$ cat src/rtl/uart_byte_rx.sv
// 8N1 UART receiver: 2-FF sync, start-glitch reject, mid-bit sampling, stop check.
// rx_done ~9.5 bit periods + 3 clocks after start edge; no backpressure, one-cycle strobes.
module uart_byte_rx #(
  parameter int CLK_FREQ = 50_000_000,
  parameter int BAUD     = 115_200
) (
  input  logic       sys_clk,
  input  logic       sys_rst_n,
  input  logic       uart_rx,
  output logic [7:0] rx_data,
  output logic       rx_done,
  output logic       frame_err,
  output logic       led
);

  localparam int BAUD_MCNT = CLK_FREQ / BAUD - 1;
  localparam int HALF_MCNT = BAUD_MCNT / 2;
  localparam int CW        = $clog2(BAUD_MCNT + 1);
  localparam logic [CW-1:0] BAUD_MAX = CW'(BAUD_MCNT);
  localparam logic [CW-1:0] HALF_PT  = CW'(HALF_MCNT);

  typedef enum logic [2:0] {
    ST_IDLE,
    ST_START,
    ST_DATA,
    ST_STOP,
    ST_BREAK
  } state_t;

  state_t        state_q, state_d;
  logic          rx_s1_q, rx_s2_q, rx_s3_q;
  logic [CW-1:0] baud_cnt_q, baud_cnt_d;
  logic [3:0]    bit_cnt_q, bit_cnt_d;
  logic [7:0]    shift_reg_q, shift_reg_d;
  logic [7:0]    rx_data_q, rx_data_d;
  logic          rx_done_q, rx_done_d;
  logic          frame_err_q, frame_err_d;
  logic          led_q, led_d;

  logic          fall;
  logic          sample;
  logic          bit_end;
  logic [CW-1:0] baud_inc;

  assign fall     = rx_s3_q & ~rx_s2_q;
  assign sample   = (baud_cnt_q == HALF_PT);
  assign bit_end  = (baud_cnt_q == BAUD_MAX);
  assign baud_inc = bit_end ? '0 : baud_cnt_q + CW'(1);

  always_ff @(posedge sys_clk or negedge sys_rst_n) begin
    if (!sys_rst_n) begin
      // Synchroniser resets to the idle-line level so reset never looks like a start bit.
      rx_s1_q     <= 1'b1;
      rx_s2_q     <= 1'b1;
      rx_s3_q     <= 1'b1;
      state_q     <= ST_IDLE;
      baud_cnt_q  <= '0;
      bit_cnt_q   <= '0;
      shift_reg_q <= '0;
      rx_data_q   <= '0;
      rx_done_q   <= 1'b0;
      frame_err_q <= 1'b0;
      led_q       <= 1'b0;
    end else begin
      rx_s1_q     <= uart_rx;
      rx_s2_q     <= rx_s1_q;
      rx_s3_q     <= rx_s2_q;
      state_q     <= state_d;
      baud_cnt_q  <= baud_cnt_d;
      bit_cnt_q   <= bit_cnt_d;
      shift_reg_q <= shift_reg_d;
      rx_data_q   <= rx_data_d;
      rx_done_q   <= rx_done_d;
      frame_err_q <= frame_err_d;
      led_q       <= led_d;
    end
  end

  always_comb begin
    state_d     = state_q;
    baud_cnt_d  = baud_cnt_q;
    bit_cnt_d   = bit_cnt_q;
    shift_reg_d = shift_reg_q;
    rx_data_d   = rx_data_q;
    rx_done_d   = 1'b0;
    frame_err_d = 1'b0;
    led_d       = led_q;

    unique case (state_q)
      ST_IDLE: begin
        baud_cnt_d = '0;
        if (fall) begin
          state_d    = ST_START;
          baud_cnt_d = '0;
          bit_cnt_d  = '0;
        end
      end
      ST_START: begin
        baud_cnt_d = baud_inc;
        if (sample && rx_s2_q) begin
          state_d    = ST_IDLE;
          baud_cnt_d = '0;
        end else if (bit_end) begin
          state_d = ST_DATA;
        end
      end
      ST_DATA: begin
        baud_cnt_d = baud_inc;
        if (sample) begin
          shift_reg_d = {rx_s2_q, shift_reg_q[7:1]};
          bit_cnt_d   = bit_cnt_q + 4'd1;
        end
        if (bit_end && (bit_cnt_q == 4'd8)) begin
          state_d = ST_STOP;
        end
      end
      ST_STOP: begin
        baud_cnt_d = baud_inc;
        // Leaving at mid-stop gives half a bit of slack to catch a back-to-back start edge.
        if (sample) begin
          baud_cnt_d = '0;
          if (rx_s2_q) begin
            rx_data_d = shift_reg_q;
            rx_done_d = 1'b1;
            led_d     = ~led_q;
            state_d   = ST_IDLE;
          end else begin
            frame_err_d = 1'b1;
            state_d     = ST_BREAK;
          end
        end
      end
      ST_BREAK: begin
        baud_cnt_d = '0;
        if (rx_s2_q) begin
          state_d = ST_IDLE;
        end
      end
      default: begin
        state_d    = ST_IDLE;
        baud_cnt_d = '0;
      end
    endcase
  end

  assign rx_data   = rx_data_q;
  assign rx_done   = rx_done_q;
  assign frame_err = frame_err_q;
  assign led       = led_q;

endmodule

$ cat config.mk
export PLATFORM = sky130hd
export DESIGN_NAME = uart_byte_rx
export DESIGN_NICKNAME = d
export VERILOG_FILES = /design/src/rtl/uart_byte_rx.sv
export SDC_FILE = /design/constraint.sdc
export NUM_CORES = 1
export LEC_CHECK = 0
export CAP_MARGIN = 5
export CORE_UTILIZATION = 40
export DETAILED_ROUTE_END_ITERATION = 12
export PLACE_DENSITY = 0.55
export SLEW_MARGIN = 20
export SYNTH_ARGS = -nofsm -noshare
export SYNTH_HDL_FRONTEND = slang
export SYNTH_SLANG_ARGS = --single-unit
$ cat constraint.sdc
create_clock -name sys_clk -period 2.34 [get_ports sys_clk]
set_clock_uncertainty 0.2 [all_clocks]
set_input_delay 0.585 -clock sys_clk [delete_from_list [all_inputs] [get_ports sys_clk]]
set_output_delay 0.585 -clock sys_clk [all_outputs]
set_load 0.02 [all_outputs]
==> impl_metrics.csv, run 1 <==
group,metric,value,unit
worst_setup_path,required,2.29,ns
floorplanning,die_x,69.2,µm
floorplanning,rows,24,
clocking,cts_resized,0,
flow_run,drv_cap,0,
global_route,grt_pass1_vias,1212,
floorplanning,die_area,0.00478,mm²
detailed_routing,routed.top_layer,"met4",
worst_setup_path,cp-start-kind,"flip-flop",
synthesis,synth.top_cells.by_area,"dfrtp_1, mux2_2, dfstp_2",
worst_setup_path,critPathMaxStageDelay,0.40,ns
synthesis,synth_edf_count,0,
final_layout,n_antenna_cell,0,
power_and_ir_drop,leakagePower,0.929,nW
detailed_routing,met2_length,1530,µm
global_route,grt.total_usage,0.151,
clocking,htreeDepth,2,
worst_setup_path,critPathLaunch,"baud_cnt_q[0]",
clocking,path_clk_slew,0.07,ns
synthesis,synth_simple_gate_area_frac,0.155,
final_layout,fin_nets,178,
final_layout,fillers,402,
synthesis,ys_ff_latch,38,
placed_design,dp_worst_setup_slack,0.141,ns
synthesis,synth_common_cells,"dfrtp_1, mux2_2, nor2_1",
synthesis,synthAdderAreaFrac,0.0347,
power_and_ir_drop,peakVddDrop,0.000405,V
worst_hold_path,hold_class,"primary input to async pin",
detailed_routing,wl_met1,1550,µm
synthesis,synth_nets,158,
synthesis,synth_cell_types,45,
synthesis,synth_top_area_frac,0.485,
detailed_routing,route.met3.wl,101,µm
timing,finalCritPeriodShare,0.890,
clocking,cts_buffers,5,
floorplanning,core_area,0.00435,mm²
synthesis,yosysSeqAreaShare,0.529,
clocking,cts-root-buf,"clkbuf_8",
final_layout,fin_cells,223,
timing,setup_viol,0,
timing,final_max_slew_viol_count,0,
synthesis,synth_compound_area_frac,0.0777,
clocking,clock_sinks,38,
timing,fmax,480,MHz
worst_setup_path,endpoint_kind,"flip-flop",
timing,worstMarginPinSlew,0.479,ns
timing,fin_hold_ws,0.133,ns
placed_design,place_inst,215,
floorplanning,initial_utilization,0.414,
synthesis,synthCells,150,
placed_design,io_buffers,13,
worst_setup_path,crit_chain,"inv_1 -> ha_1 -> nor4bb_2 -> a311o_1 -> a221oi_1 -> o211ai_1",
detailed_routing,wl_per_cell,14.5,µm
final_layout,area_delta_synth_final,16.1,%
detailed_routing,vias,1171,
clocking,clk_latency,0.29,ns
worst_setup_path,cp_max_fo,5,
final_layout,drive_gt1_frac,0.257,
final_layout,fin_area,0.00209,mm²
timing,tns,0,ns
synthesis,synth_area,0.00180,mm²
synthesis,yosysWarnings,0,
global_route,antenna_found_initial,0,
clocking,cts_tree,"yes",
synthesis,yosys.area.top_type,"dfrtp_1",
timing,relSlewSlack,0.681,
status,status,"completed",
detailed_routing,dr.first_iter.drc_count,43,
placed_design,hpwl,2290,µm
detailed_routing,drt_wl_total,3240,µm
timing,postLayoutSetupSlackWorst,0.258,ns
global_route,grt_max_degree,39,
power_and_ir_drop,p_per_area,624,mW/mm²
synthesis,muxShareOfSynthArea,0.112,
clocking,clock_path_buffers,2,
worst_setup_path,crit_slowest_cell,"dfrtp_1",
synthesis,dominantRegCellSynth,"dfrtp_1",
global_route,grt_overflow,0,
synthesis,syn_area_per_cell,12.0,µm²
timing,rsz0062_at_grt,"false",
worst_setup_path,reg2reg_from,"baud_cnt_q[0]",
timing,min_period,2.08,ns
clocking,post-cts-setup-buffers,0,
floorplanning,die_height,69.2,µm
detailed_routing,via_per_inst,5.25,
clocking,hold_buffers,0,
timing,hold_viol,0,
synthesis,synth_top_family_by_area,"simple AND/OR/NAND/NOR gates",
floorplanning,num_io_pins,14,
worst_setup_path,critPathKind,"flip-flop to flip-flop",
detailed_routing,ant_nets,0,
placed_design,gp_congestion,0.752,
detailed_routing,drc,0,
synthesis,yosysMostFrequentCell,"dfrtp_1",
global_route,grt_pass1_wl,5660,µm
synthesis,synth-xor-area-share,0.0388,
detailed_routing,dr.pass1.iters,4,
placed_design,placed_area,0.00198,mm²
synthesis,synthArstFlopShare,1.00,
worst_setup_path,cp.arrival,2.03,ns
[critical path, delay by kind of cell (launching register included)]
kind | cells | cell delay [ns]
simple gates | 1 | 0.19
compound gates | 3 | 0.86
buf+inv | 1 | 0.07
fa+ha+maj | 1 | 0.22
flops | 1 | 0.40
[final timing paths]
check / to / slack, ns / depth (start not counted)
worst min-delay path: bit_cnt_q[3] / 0.13 / 2
min in group sys_clk: rx_s2_q / 0.16 / 0
worst max register to register: state_q[0] / 0.26 / 6
max in group asynchronous: rx_s1_q / 1.44 / 2
worst min register to register: rx_s2_q / 0.16 / 0
worst max-delay path: state_q[0] / 0.26 / 6
[logic make-up after synthesis]
family                     count (synthesis)
DFF                                       38
xor gates and xnor gates                   8
adders and majority gates                  5
buffers and inverters                     15
and+or+nand+nor                           47
muxes                                     18
AOI/OAI and AO/OA                         19
[placed cells by master (no fill, tap or decap), types with 2 or more instances in the layout]
cell type,instances
a31oi_1,4
and3_1,3
and3_2,2
buf_4,6
clkbuf_8,6
clkdlybuf4s50_1,12
dfrtp_1,35
dfstp_2,3
ha_1,5
inv_1,9
mux2_2,17
nand2_1,7
nand3_1,4
nand4b_1,2
nor2_1,13
nor3_1,4
o211ai_1,2
o21ai_0,3
xnor2_1,5
xor2_1,3
[stage by stage]
| step | util | power [mW] |
|---|---|---|
| finish | 0.481 | 1.31 |
| global route | 0.481 | 1.36 |
| CTS | 0.481 | 1.33 |
| detailed placement | 0.454 | 0.745 |
| global placement | 0.454 | 0.743 |
| floorplan | - | 0.723 |
[power by group]
part | internal (mW) | switching, mW
Combinational | 0.0210 | 0.0352
Sequential | 0.666 | 0.00922
Clock | 0.348 | 0.229
Total | 1.03 | 0.273
[registers in the layout, indices dropped and copies added (netlist names)]
| signal | flops |
|---|---|
| baud_cnt_q | 9 |
| bit_cnt_q | 4 |
| frame_err | 1 |
| led | 1 |
| rx_data | 8 |
| rx_done | 1 |
| rx_s1_q | 1 |
| rx_s2_q | 1 |
| rx_s3_q | 1 |
| shift_reg_q | 8 |
| state_q | 3 |
[layout make-up]
| class | instances | area [µm²] | area share |
|---|---|---|---|
| clock inverters | 1 | 30.0 | 0.0143 |
| inverters | 9 | 33.8 | 0.0161 |
| multi-input cells | 97 | 754 | 0.360 |
| well taps | 52 | 65.1 | 0.0311 |
| flip-flops and latches | 38 | 955 | 0.456 |
| clock buffers | 7 | 86.3 | 0.0412 |
| repair buffers | 19 | 170 | 0.0812 |
[routing by layer]
| layer | up-vias | GRT usage |
|---|---|---|
| met5 | - | 0 |
| met4 | 0 | 0.0544 |
| met3 | 6 | 0.0482 |
| met2 | 21 | 0.229 |
| met1 | 579 | 0.202 |
| li1 | 565 | - |
Note: power is estimated with default switching activity, not from simulation.
==> inputs of run 2 (changes only) <==
--- a/config.mk
+++ b/config.mk
@@ -9,7 +9,6 @@
 export CORE_UTILIZATION = 40
 export DETAILED_ROUTE_END_ITERATION = 12
 export PLACE_DENSITY = 0.55
-export SLEW_MARGIN = 20
 export SYNTH_ARGS = -nofsm -noshare
 export SYNTH_HDL_FRONTEND = slang
 export SYNTH_SLANG_ARGS = --single-unit
==> results of run 2 <==
No change in the layout: final DEF, timing and power equal those of run 1.
